File: config.mk
export PLATFORM = sky130hd
export DESIGN_NAME = portb_host_master
export DESIGN_NICKNAME = d
export VERILOG_FILES = /design/src/rtl/portb_pkg.sv /design/src/rtl/portb_rd_delay.sv /design/src/rtl/portb_host_master.sv
export SDC_FILE = /design/constraint.sdc
export NUM_CORES = 1
export LEC_CHECK = 0
export CORE_MARGIN = 3
export CORE_UTILIZATION = 50
export DETAILED_ROUTE_END_ITERATION = 10
export PLACE_DENSITY_LB_ADDON = 0.08
export SLEW_MARGIN = 15
export SYNTH_ARGS = -nofsm -noshare
export SYNTH_HDL_FRONTEND = slang
export SYNTH_HIERARCHICAL = 1
export SYNTH_SLANG_ARGS = --single-unit
File: constraint.sdc
create_clock -name clk -period 3.8 [get_ports clk]
set_input_delay 0.76 -clock clk [delete_from_list [all_inputs] [get_ports clk]]
set_output_delay 0.76 -clock clk [all_outputs]
set_load 0.1 [all_outputs]
File: src/rtl/portb_pkg.sv
// Shared definitions for the port-B host master: command op encodings and FSM states.
// PORTB_READBACK_EN adds the CHK (write readback) state.
package portb_pkg;

  localparam logic [1:0] OP_WRITE = 2'd0;
  localparam logic [1:0] OP_READ  = 2'd1;
  localparam logic [1:0] OP_FILL  = 2'd2;
  localparam logic [1:0] OP_RSVD  = 2'd3;

  typedef enum logic [2:0] {
    ST_IDLE,
    ST_WRITE,
    ST_FILL,
    ST_RD_WAIT,
`ifdef PORTB_READBACK_EN
    ST_RESP,
    ST_CHK
`else
    ST_RESP
`endif
  } state_t;

endpackage

File: src/rtl/portb_rd_delay.sv
// RD_LAT-deep valid shift register: fire rises RD_LAT cycles after start,
// marking the cycle in which memOutput holds the data for the presented address.
module portb_rd_delay #(
  parameter int RD_LAT = 1
) (
  input  logic clk,
  input  logic reset,
  input  logic start,
  output logic fire
);

  logic [RD_LAT-1:0] stage_reg;

  always_ff @(posedge clk or negedge reset) begin
    if (!reset) begin
      stage_reg <= '0;
    end else begin
      stage_reg[0] <= start;
      for (int i = 1; i < RD_LAT; i++) begin
        stage_reg[i] <= stage_reg[i-1];
      end
    end
  end

  assign fire = stage_reg[RD_LAT-1];

endmodule

File: src/rtl/portb_host_master.sv
// Host-side master for CPU memory port B: turns WRITE/READ/FILL commands into port-B cycles.
// Optional macro PORTB_READBACK_EN adds a readback check after every written word.
module portb_host_master
  import portb_pkg::*;
#(
  parameter int WIDTH      = 16,
  parameter int ADDR_WIDTH = 16,
  parameter int LEN_WIDTH  = 16,
  parameter int RD_LAT     = 1
) (
  input  logic                  clk,
  input  logic                  reset,
  input  logic                  cmd_valid,
  output logic                  cmd_ready,
  input  logic [1:0]            cmd_op,
  input  logic [ADDR_WIDTH-1:0] cmd_addr,
  input  logic [WIDTH-1:0]      cmd_data,
  input  logic [LEN_WIDTH-1:0]  cmd_len,
  output logic                  rsp_valid,
  input  logic                  rsp_ready,
  output logic [WIDTH-1:0]      rsp_data,
  output logic [ADDR_WIDTH-1:0] rsp_addr,
  output logic                  done,
  output logic                  busy,
  output logic [ADDR_WIDTH-1:0] addr,
  output logic [WIDTH-1:0]      memData,
  output logic                  writeEnable,
  input  logic [WIDTH-1:0]      memOutput,
  output logic                  err,
  output logic [ADDR_WIDTH-1:0] err_addr
);

  state_t                  state_reg, state_next;
  logic [ADDR_WIDTH-1:0]   addr_reg, addr_next;
  logic [WIDTH-1:0]        data_reg, data_next;
  logic [LEN_WIDTH-1:0]    cnt_reg, cnt_next;
  logic                    we_reg, we_next;
  logic                    done_reg, done_next;
  logic                    ready_reg, ready_next;
  logic                    launch_reg, launch_next;
  logic                    rsp_valid_reg, rsp_valid_next;
  logic [WIDTH-1:0]        rsp_data_reg, rsp_data_next;
  logic [ADDR_WIDTH-1:0]   rsp_addr_reg, rsp_addr_next;
  logic                    fire;
`ifdef PORTB_READBACK_EN
  logic                    err_reg, err_next;
  logic [ADDR_WIDTH-1:0]   err_addr_reg, err_addr_next;
`endif

  // launch_reg is high in the first cycle the read address is on the port
  portb_rd_delay #(.RD_LAT(RD_LAT)) u_rd_delay (
    .clk   (clk),
    .reset (reset),
    .start (launch_reg),
    .fire  (fire)
  );

  always_ff @(posedge clk or negedge reset) begin
    if (!reset) begin
      state_reg     <= ST_IDLE;
      addr_reg      <= '0;
      data_reg      <= '0;
      cnt_reg       <= '0;
      we_reg        <= 1'b0;
      done_reg      <= 1'b0;
      ready_reg     <= 1'b0;
      launch_reg    <= 1'b0;
      rsp_valid_reg <= 1'b0;
      rsp_data_reg  <= '0;
      rsp_addr_reg  <= '0;
`ifdef PORTB_READBACK_EN
      err_reg       <= 1'b0;
      err_addr_reg  <= '0;
`endif
    end else begin
      state_reg     <= state_next;
      addr_reg      <= addr_next;
      data_reg      <= data_next;
      cnt_reg       <= cnt_next;
      we_reg        <= we_next;
      done_reg      <= done_next;
      ready_reg     <= ready_next;
      launch_reg    <= launch_next;
      rsp_valid_reg <= rsp_valid_next;
      rsp_data_reg  <= rsp_data_next;
      rsp_addr_reg  <= rsp_addr_next;
`ifdef PORTB_READBACK_EN
      err_reg       <= err_next;
      err_addr_reg  <= err_addr_next;
`endif
    end
  end

  always_comb begin
    state_next     = state_reg;
    addr_next      = addr_reg;
    data_next      = data_reg;
    cnt_next       = cnt_reg;
    we_next        = 1'b0;
    done_next      = 1'b0;
    launch_next    = 1'b0;
    rsp_valid_next = rsp_valid_reg;
    rsp_data_next  = rsp_data_reg;
    rsp_addr_next  = rsp_addr_reg;
`ifdef PORTB_READBACK_EN
    err_next       = err_reg;
    err_addr_next  = err_addr_reg;
`endif
    case (state_reg)
      ST_IDLE: begin
        if (cmd_valid && ready_reg) begin
          case (cmd_op)
            OP_WRITE: begin
              state_next = ST_WRITE;
              addr_next  = cmd_addr;
              data_next  = cmd_data;
              cnt_next   = '0;
              we_next    = 1'b1;
            end
            OP_FILL: begin
              if (cmd_len != '0) begin
                state_next = ST_FILL;
                addr_next  = cmd_addr;
                data_next  = cmd_data;
                cnt_next   = cmd_len - LEN_WIDTH'(1);
                we_next    = 1'b1;
              end else begin
                done_next = 1'b1;
              end
            end
            OP_READ: begin
              state_next  = ST_RD_WAIT;
              addr_next   = cmd_addr;
              launch_next = 1'b1;
            end
            default: done_next = 1'b1;
          endcase
        end
      end
      // cnt_reg counts words still to write after the current one
      ST_WRITE, ST_FILL: begin
`ifdef PORTB_READBACK_EN
        state_next  = ST_CHK;
        launch_next = 1'b1;
`else
        if (cnt_reg == '0) begin
          state_next = ST_IDLE;
          done_next  = 1'b1;
        end else begin
          state_next = ST_FILL;
          addr_next  = addr_reg + ADDR_WIDTH'(1);
          cnt_next   = cnt_reg - LEN_WIDTH'(1);
          we_next    = 1'b1;
        end
`endif
      end
`ifdef PORTB_READBACK_EN
      ST_CHK: begin
        if (fire) begin
          if (memOutput != data_reg) begin
            err_next = 1'b1;
            if (!err_reg) err_addr_next = addr_reg;
          end
          if (cnt_reg == '0) begin
            state_next = ST_IDLE;
            done_next  = 1'b1;
          end else begin
            state_next = ST_FILL;
            addr_next  = addr_reg + ADDR_WIDTH'(1);
            cnt_next   = cnt_reg - LEN_WIDTH'(1);
            we_next    = 1'b1;
          end
        end
      end
`endif
      ST_RD_WAIT: begin
        if (fire) begin
          state_next     = ST_RESP;
          rsp_valid_next = 1'b1;
          rsp_data_next  = memOutput;
          rsp_addr_next  = addr_reg;
        end
      end
      ST_RESP: begin
        if (rsp_ready) begin
          state_next     = ST_IDLE;
          rsp_valid_next = 1'b0;
        end
      end
      default: state_next = ST_IDLE;
    endcase
    // the done cycle itself never accepts, so the next command lands one cycle later
    ready_next = (state_next == ST_IDLE) && !done_next;
  end

  assign cmd_ready   = ready_reg;
  assign busy        = (state_reg != ST_IDLE);
  assign done        = done_reg;
  assign addr        = addr_reg;
  assign memData     = data_reg;
  assign writeEnable = we_reg;
  assign rsp_valid   = rsp_valid_reg;
  assign rsp_data    = rsp_data_reg;
  assign rsp_addr    = rsp_addr_reg;
`ifdef PORTB_READBACK_EN
  assign err         = err_reg;
  assign err_addr    = err_addr_reg;
`else
  assign err         = 1'b0;
  assign err_addr    = '0;
`endif

endmodule

==> results.json <==
{
  "post-synth-top-count-cell": "dfrtp_1",
  "hold_depth": 0,
  "drv_slew": 0,
  "dr.pass1.iters": 5,
  "final_area_um2": 6200,
  "worst-path-buf-inv": 1,
  "whs_ns": 0.354,
  "clkTransAtPathRegs_ns": 0.09,
  "tightest_slew_ns": 1.01,
  "crit_type": "in -> reg",
  "hold_class": "reg -> reg",
  "vias": 3898,
  "syn_area_per_cell_um2": 10.3,
  "rsz0062_at_grt": "false",
  "worstPathCellList": "clkdlybuf4s50_1 > or4_1 > nor4_4 > a2bb2oi_4 > a2111oi_2 > a2111o_1",
  "status": "complete, no violations",
  "maxCapViolations": 0,
  "dp_hpwl_um": 8270,
  "grt_pass1_vias": 3860,
  "clock_sinks": 89,
  "max-clock-path-buffers": 2,
  "antenna_found_initial": 0,
  "clock_skew_ns": 0.0105,
  "cts_root_buffer": "clkbuf_8",
  "top_layer": "met4",
  "initial_core_util_pct": 52.1,
  "setup_tns_ns": 0,
  "ys_top_cells_by_area": "dfrtp_1 (49%), mux2_2 (11%), o21ai_0 (4.3%)",
  "slew_headroom_pct": 32.1,
  "dr_wl_met3_um": 683,
  "area_growth_pct": 35.2,
  "post-cts-setup-buffer-count": 0,
  "track_usage_pct": 22.4,
  "die_y_um": 102,
  "ys_seq_area_share_pct": 48.5,
  "gp_congestion": 0.900,
  "syn_area_um2": 4590,
  "finalCritPeriodShare_pct": 82.3,
  "critPathLaunchType": "input port",
  "grt_overflow": 0,
  "grt_max_degree": 90,
  "cts-hold-fix-buffers": 0,
  "h-tree-depth": 3,
  "ant_nets": 0,
  "reg2reg_slack_ns": 0.97,
  "synth_edf_count": 0,
  "io_pins": 156,
  "post_drt_wl_per_cell_um": 16.3,
  "reg2reg_from": "cnt_reg[0]",
  "coreArea_um2": 8810,
  "hold_end": "u_rd_delay/fire",
  "crit_required_ns": 4.03,
  "synthesis.instances": 446,
  "fp.dieArea_um2": 10400,
  "min_period_ns": 3.13,
  "cts_tree": "done",
  "wl_met1_um": 4670,
  "fp.dieW_um": 102,
  "reg2reg_depth": 7,
  "cts_buffers": 9,
  "via_per_inst": 5.65,
  "worstReg2RegEnd": "cnt_reg[15]",
  "final_nets": 652,
  "clock_latency_ns": 0.35,
  "slowest_delay_ns": 0.64,
  "place_area_um2": 5990,
  "routed_wl_um": 11200,
  "grt_pass1_wl_um": 18600,
  "cts_resized": 0,
  "drtIter0Drc": 197,
  "max_freq_mhz": 320,
  "yosys.area.top_type": "dfrtp_1",
  "netlist.area_leader.share_pct": 48.5,
  "synthFlopType": "dfrtp_1",
  "ys_seq_elements": 89,
  "multi_input_area_um2": 2160,
  "critPathMaxFanout": 20,
  "regArea_um2": 2230,
  "hold_viol": 0,
  "cp.arrival_ns": 3.35,
  "n_antenna_cell": 0,
  "drive_gt1_share_pct": 12.7,
  "fillCellCount": 678,
  "cp_top_family": "simple AND/OR/NAND/NOR gates",
  "setup_slack_ns": 0.674,
  "dp_slack_ns": 0.310,
  "crit_path_top_delay_cell": "or4_1",
  "synth_cell_types": 54,
  "endpoint_kind": "flip-flop",
  "numPortBuffers": 138,
  "ys.warnings.count": 6,
  "wl_met2_um": 5800,
  "report.final.setup_viol": 0,
  "min_from": "launch_reg",
  "netlist_top_cells_count": "dfrtp_1 (89), mux2_2 (44), o21ai_0 (39)",
  "drc_errors": 0,
  "row_count": 34,
  "async_flop_share_pct": 100
}
==> placed cells by master, fill, tap and decap left out, types with 12 or more instances in the layout <==
master             n
a21oi_1           36
clkdlybuf4s50_1  137
conb_1            17
dfrtp_1           89
inv_1             13
mux2_2            44
nand2_1           26
nand3_1           13
nor2_1            26
nor3_1            12
o21ai_0           39
==> metal layers <==
layer	vias up	GRT usage, %
met1	1898	28.3
met3	7	4.44
met4	0	5.25
li1	1856	-
met5	-	0
met2	137	39.8
==> worst max path at each step <==
stage                            start           to  slack, ns  cells past startpoint
after detailed placement    cmd_len[2]  cnt_reg[15]       0.31                      6
after floorplan             cmd_len[3]   memData[0]       1.09                      6
final                       cmd_len[2]  cnt_reg[15]       0.67                      6
after CTS                   cmd_len[2]  cnt_reg[15]       0.67                      6
after global routing      state_reg[1]         busy       0.53                      3
after global placement      cmd_len[2]  cnt_reg[15]       0.39                      6
==> final cells by class <==
type                            count  share of cell area (%)
Inverter                           13                   0.786
Sequential cell                    89                    35.9
Timing Repair Buffer              143                    22.9
Multi-Input combinational cell    322                    34.9
Tap cell                          108                    2.18
Clock inverter                      5                    1.31
Clock buffer                       10                    2.06
==> kinds of logic after synthesis <==
kind of cell	after synthesis	synth area share [%]
buffers and inverters	51	5.89
flip-flops	89	48.5
AO/OA/AOI/OAI	118	16.0
multiplexers	48	11.7
adder cells (fa/ha/maj)	4	1.09
other	1	0.0817
XOR/XNOR	13	2.48
AND/OR/NAND/NOR	122	14.2
==> worst register-to-register path: stages, from the launching register on <==
cell	delay (ns)
dfrtp_1	0.42
inv_1	0.07
ha_1	0.21
or4b_1	0.53
or4_4	0.57
a2bb2oi_4	0.44
a2111oi_2	0.09
a2111o_1	0.37
==> through the flow <==
step           std cells  util, %
2_1_floorplan        462        -
4_1_cts              690     70.4
6_report             690     70.5
5_1_grt              690     70.5
3_5_place_dp         675     68.0
3_3_place_gp         675     68.0
Power is left out: the tool's default activity adds up to more than one toggle a clock period on the data nets, which glitch-free logic cannot reach.
